File: src/rtl/alu_seq_multiplier.sv
// alu_seq_multiplier
// Iterative shift-add multiplier for the ALU. It produces one partial-product
// step per clock, so a result takes WIDTH+1 cycles after start is accepted.
// Signed operands are handled by multiplying the magnitudes and then negating
// the product when the operand signs differ.
//
// Ports:
//   clk          system clock, rising edge
//   rst_n        asynchronous active-low reset
//   start        launch request, sampled only while idle
//   signed_mode  1: a, b and y are two's complement; 0: unsigned
//   a, b         operands, captured on the accepting edge
//   busy         high while an operation is in flight (RUN or FIN)
//   done         one-cycle registered pulse; y is valid from this cycle
//   y            2*WIDTH-bit product, held until the next done
//
// state | meaning
// IDLE  | waiting for start
// RUN   | WIDTH shift-add steps
// FIN   | sign fix-up, y/done update
module alu_seq_multiplier #(
    parameter int WIDTH = 16
) (
    input  logic                 clk,
    input  logic                 rst_n,
    input  logic                 start,
    input  logic                 signed_mode,
    input  logic [WIDTH-1:0]     a,
    input  logic [WIDTH-1:0]     b,
    output logic                 busy,
    output logic                 done,
    output logic [2*WIDTH-1:0]   y
);

    localparam int PW = 2 * WIDTH;
    localparam int CW = $clog2(WIDTH);

    typedef enum logic [1:0] {
        IDLE = 2'd0,
        RUN  = 2'd1,
        FIN  = 2'd2
    } state_t;

    state_t state;
    state_t next_state;

    logic [WIDTH-1:0] mcand;
    logic [WIDTH-1:0] hi;
    logic [WIDTH-1:0] lo;
    logic [CW-1:0]    cnt;
    logic             neg;

    logic [WIDTH-1:0] a_mag;
    logic [WIDTH-1:0] b_mag;
    logic [WIDTH-1:0] addend;
    logic [WIDTH:0]   sum;
    logic [PW-1:0]    prod;
    logic             last_step;

    // The magnitude of the most negative value still fits in WIDTH unsigned bits.
    assign a_mag = (signed_mode && a[WIDTH-1]) ? (~a + WIDTH'(1)) : a;
    assign b_mag = (signed_mode && b[WIDTH-1]) ? (~b + WIDTH'(1)) : b;

    // The multiplier shifts out of lo while product bits shift in from hi.
    assign addend    = lo[0] ? mcand : '0;
    assign sum       = {1'b0, hi} + {1'b0, addend};
    assign prod      = {hi, lo};
    assign last_step = (cnt == CW'(WIDTH - 1));

    assign busy = (state != IDLE);

    always_ff @(posedge clk or negedge rst_n) begin
        if (!rst_n) begin
            state <= IDLE;
        end else begin
            state <= next_state;
        end
    end

    always_comb begin
        next_state = state;
        case (state)
            IDLE:    if (start) next_state = RUN;
            RUN:     if (last_step) next_state = FIN;
            FIN:     next_state = IDLE;
            default: next_state = IDLE;
        endcase
    end

    always_ff @(posedge clk or negedge rst_n) begin
        if (!rst_n) begin
            mcand <= '0;
            hi    <= '0;
            lo    <= '0;
            cnt   <= '0;
            neg   <= 1'b0;
            done  <= 1'b0;
            y     <= '0;
        end else begin
            done <= 1'b0;
            case (state)
                IDLE: begin
                    if (start) begin
                        neg   <= signed_mode & (a[WIDTH-1] ^ b[WIDTH-1]);
                        mcand <= a_mag;
                        lo    <= b_mag;
                        hi    <= '0;
                        cnt   <= '0;
                    end
                end
                RUN: begin
                    hi  <= sum[WIDTH:1];
                    lo  <= {sum[0], lo[WIDTH-1:1]};
                    cnt <= cnt + CW'(1);
                end
                FIN: begin
                    y    <= neg ? (~prod + PW'(1)) : prod;
                    done <= 1'b1;
                end
                default: ;
            endcase
        end
    end

endmodule
File: config.mk
export PLATFORM = sky130hd
export DESIGN_NAME = alu_seq_multiplier
export DESIGN_NICKNAME = d
export VERILOG_FILES = /design/src/rtl/alu_seq_multiplier.sv
export SDC_FILE = /design/constraint.sdc
export NUM_CORES = 1
export LEC_CHECK = 0
export CAP_MARGIN = 25
export CORE_ASPECT_RATIO = 0.75
export CORE_UTILIZATION = 55
export DETAILED_ROUTE_END_ITERATION = 7
export GPL_TIMING_DRIVEN = 1
export PLACE_DENSITY = 0.84
export SLEW_MARGIN = 20
export SYNTH_ARGS = -nofsm -noshare
export SYNTH_HDL_FRONTEND = slang
export SYNTH_SLANG_ARGS = --single-unit
export TNS_END_PERCENT = 30
File: constraint.sdc
create_clock -name clk -period 3.7 [get_ports clk]
set_input_delay 0.555 -clock clk [delete_from_list [all_inputs] [get_ports clk]]
set_output_delay 0.555 -clock clk [all_outputs]
set_load 0.01 [all_outputs]
Word level (Yosys, flattened, before mapping)
Index checks and enable logic that the tools add are counted.
- register bits: 88
- bits in latches: 0
- bits in writable memories: 0
- memory bits (read-only): 0
- word-level logic and storage cells: 45
- memories kept: 0
- add/sub/neg operators: 5
- multiply operators: 0
- divide/modulo/power cells: 0
- $lt $le $gt $ge: 0
- equality and inequality tests: 5
- shifts and indexed selects: 0
- muxes and demuxes: 14
- bitwise gates (word level): 5
- reduce and logical (&&, ||, !) cells: 8
- operator list (kind ; number):
    2-to-1 mux 16 bit ; 5
    one-hot mux 16 bit (2 select lines) ; 2
    adder 16 x 1 -> 16 bit, second input constant ; 2
    adder 32 x 1 -> 32 bit, second input constant ; 1
    2-to-1 mux 32 bit ; 1
    NOT 16 bit ; 2
    NOT 32 bit ; 1
    adder 16 x 16 -> 17 bit ; 1
    one-hot mux 4 bit (2 select lines) ; 1
    AND reduction 2 bit ; 3
    adder 4 x 1 -> 4 bit, second input constant ; 1
    == test 4 bit, second input constant ; 1
    2-to-1 mux 2 bit ; 2
    2-to-1 mux 4 bit ; 1
    != test 2 bit, second input constant ; 2
    one-hot mux 2 bit (2 select lines) ; 1
    nonzero test 2 bit ; 2
    == test 2 x 1 -> 1 bit, second input constant ; 1
    == test 2 bit, second input constant ; 1
    logical AND 1 bit ; 2
    zero test 2 bit ; 1
    AND 1 bit ; 1
    2-to-1 mux 1 bit ; 1
    bitwise XOR 1 bit ; 1

Logic depth before layout (Yosys ltp)
- word-level depth: 5
- depth in mapped cells: 12

Least setup slack after synthesis
No wires, ideal clock.
- path type: register -> register
- start point: register lo[12]
- end point: register y[28]
- library setup time: 130 ps
- arrival: 2758 ps
- data required time: 3570 ps
- setup slack: 812 ps
- cell stages (with the launch flop): 8
- cells stage by stage: dfrtp_1 > or4_4 > or4_4 > or4b_4 > or4_4 > o41ai_2 > xor2_1 > o21ai_1
- cells in the longest elaborated chain, start to end: 3
- ends and longest elaborated chain (element ; RTL line ; text):
    from (decl) ; 49 ; logic [WIDTH-1:0] lo;
    from (signal assigned) ; 106 ; lo <= b_mag;
    from (signal assigned) ; 113 ; lo <= {sum[0], lo[WIDTH-1:1]};
    NOT 32 bit ; 117 ; y <= neg ? (~prod + PW'(1)) : prod;
    adder 32 x 1 -> 32 bit ; 117 ;
    2-to-1 mux 32 bit ; 117 ;
    to (signal assigned) ; 117 ;
    to (decl) ; 32 ; output logic [2*WIDTH-1:0] y
No other way between the ends.
A chain may end at the register's enable or synchronous reset.

Worst setup path after layout
- start point: register lo[0]
- end point: register hi[15]
- cells in the longest elaborated chain, start to end: 3
- ends and longest elaborated chain (element ; RTL line ; text):
    2-to-1 mux 16 bit ; 65 ; assign addend = lo[0] ? mcand : '0;
    adder 16 x 16 -> 17 bit ; 66 ; assign sum = {1'b0, hi} + {1'b0, addend};
    one-hot mux 16 bit (2 select lines) ; 101 ; case (state)
    to (signal assigned) ; 112 ; hi <= sum[WIDTH:1];
    to (decl) ; 48 ; logic [WIDTH-1:0] hi;
No other way between the ends.

==> impl_metrics.toml <==
[outcome]
status = "finished clean"

[cts]
post_cts_buffers = 0
max-clock-path-buffers = 2
cts_tree = "yes"
cts_buffers = 9
clk_pin_slew_ns = 0.07
clkLatencyLatePin_ns = 0.35
cts_hold_buffers = 0
htree_levels = 3
cts_resized = 0
cts_root_buf = "clkbuf_16"
clkSinkCount = 88

[finish]
final_core_util_pct = 69.56
n_antenna_cell = 0
fill_cells = 683
instances_no_fill = 772
regArea_mm2 = 0.002202
syn2layout_area_growth_pct = 21.87
nets = 696
layout-drive-gt1-share_pct = 4.503
final_area_mm2 = 0.006345
final_cell_mix = "104 x o21ai_0, 90 x nand2_1, 88 x dfrtp_1"
multi_input_area_mm2 = 0.002853
layout_commonest_cell = "o21ai_0"

[sta]
report.final.slew_viol_count = 0
finalHoldViolCount = 0
period_share_pct = 82.45
max_freq_mhz = 327.8
final.setup.tns_ns = 0
clock_skew_ns = 0.008551
final.setup.worst_slack_ns = 0.6493
whs_ns = 0.2691
finalSetupViolations = 0
worst_pin_slew_ns = 0.9537
rsz0062_at_grt = "no"
maxSlewHeadroom_pct = 36.42
fin_crit_ns = 3.051

[worst_setup_path]
crit_type = "reg -> reg"
crit_arrival_ns = 3.27
timing.critical_path.from_type = "flop"
critical_path.max_fanout = 20
worstPathCellList = "and2_1 -> ha_1 -> inv_1 -> fa_1 -> nor2b_1 -> o31ai_1 -> a32oi_1 -> a221oi_1 -> o21ai_0 -> a2111oi_0 -> a21oi_1"
ff2ff_setup_slack_ns = 0.65
required_ns = 3.92
r2r_start = "lo[0]$_DFFE_PN0P_"
rr_worst_depth = 11
cpPeakStageDelay_ns = 0.56
r2r-end = "hi[15]$_DFFE_PN0P_"
cp-end-kind = "flop"
slowest_stage = "dfrtp_1"

[placed_design]
dp_cells = 754
place_ws_ns = 0.6570
io_buffers = 69
dp_hpwl_um = 9191
gp_congestion = 0.8806
place_area_mm2 = 0.005978

[logic_synthesis]
yosys_warnings = 0
synthCells = 582
synth_top_area_share_pct = 42.30
yosys.area.top_type = "dfrtp_1"
syn_area_mm2 = 0.005206
syn_avg_cell_area_um2 = 8.945
synth_seq_area_share_pct = 42.30
yosysUniqueCellTypes = 46
async_reset_ff_share_pct = 100.0
yosys-top-cells-area = "dfrtp_1 42%, o21ai_0 10%, xor2_1 8.2%"
synth_ff_type = "dfrtp_1"
synth_seq_cells = 88
synth_edf_count = 0
synth_fp_nets = 639

[grt]
grt.total_usage_pct = 26.23
grt_pass1_vias = 4138
grt_max_degree = 89
antenna_found_initial = 0
grt_pass1_wl_um = 19910
grt-ovfl-total = 0

[power_and_ir_drop]
finalPower_mw = 5.276
p_per_area_mw_per_mm2 = 831.6
peakVddDrop_mv = 0.3561
p_leak_nw = 2.724

[route]
drt-initial-drc-count = 469
vias_per_cell = 5.749
ant_nets = 0
drt-total-wl_um = 12380
num_vias = 4438
drc = 0
wl_per_cell_um = 16.04
first_pass_iters = 6

[run]
maxCapViolations = 0

[die]
ios = 70
core_area_mm2 = 0.009121
die_y_um = 86.26
die_w_um = 114.3
die-area_mm2 = 0.009863
initial_utilization_pct = 57.08
row_count = 30

[worst_hold_path]
hold_path.class = "in -> async"
==> synth_stat cells (all sizes together) (2+ instances only) <==
master  number
dfrtp       88
nor2b        5
nor2        17
and3         2
nor3         2
xnor2       23
nor3b        2
nor4         5
ha          20
o41ai        6
nand3       19
or3          5
mux2i        2
inv         12
or4          8
a22oi       14
nand4        2
o21a         3
a31oi        2
a211oi       2
a21oi       13
nand2b       4
xor2        49
and2        19
o31ai       15
o21ai      105
a21o         6
nand2       90
clkbuf      28
==> flip-flops by register name, summed over array words and instances (netlist names) <==
register  flops
state         2
mcand        16
y            32
done          1
cnt           4
lo           16
neg           1
hi           16
==> worst max-delay path: cells and delay by family (launching register included) <==
kind / cells / cell delay, ns
compound gates: 6 / 1.59
buf+inv: 1 / 0.07
simple gates: 2 / 0.29
flops: 1 / 0.56
fa+ha+maj: 2 / 0.40
==> metal layers <==
metal  up-vias  track usage (%)  share of wire, %
li1       2176                -                 -
met1      2071            35.96                45
met2       167            41.76                46
met3        24            5.594               7.3
met4         0            8.619               1.5
met5         -                0                 0
==> cell type report <==
class | count | area share [%]
Clock buffer | 10 | 3.609
Clock inverter | 6 | 1.440
Inverter | 12 | 0.7099
Multi-Input combinational cell | 453 | 44.96
Sequential cell | 88 | 34.71
Tap cell | 128 | 2.524
Timing Repair Buffer | 75 | 12.05
==> kinds of logic after synthesis <==
| logic type | synth area share, % |
|---|---|
| adder cells (fa/ha/maj) | 5.191 |
| flip-flops | 42.30 |
| buffers and inverters | 2.956 |
| multiplexers | 0.3845 |
| AND/OR/NAND/NOR | 17.21 |
| AO/OA/AOI/OAI | 19.85 |
| XOR/XNOR | 12.11 |
==> worst max path at each step <==
| stage | start | to | slack (ns) | cells past startpoint |
|---|---|---|---|---|
| detailed placement | lo[12]$_DFFE_PN0P_ | y[28]$_DFFE_PN0P_ | 0.66 | 7 |
| global route | lo[0]$_DFFE_PN0P_ | hi[15]$_DFFE_PN0P_ | 0.28 | 11 |
| CTS | lo[12]$_DFFE_PN0P_ | y[28]$_DFFE_PN0P_ | 0.62 | 7 |
| finish | lo[0]$_DFFE_PN0P_ | hi[15]$_DFFE_PN0P_ | 0.65 | 11 |
| global placement | lo[12]$_DFFE_PN0P_ | y[28]$_DFFE_PN0P_ | 0.71 | 7 |
| floorplan | lo[12]$_DFFE_PN0P_ | y[28]$_DFFE_PN0P_ | 0.81 | 7 |
==> report_power, final <==
part           total, mW  internal, mW  leakage, nW  switching (mW)
combinational       2.36          1.13         1.50            1.23
sequential          1.93          1.41         1.07           0.522
clock              0.985         0.597        0.157           0.388
No activity file was read; power rests on OpenSTA's default activity.
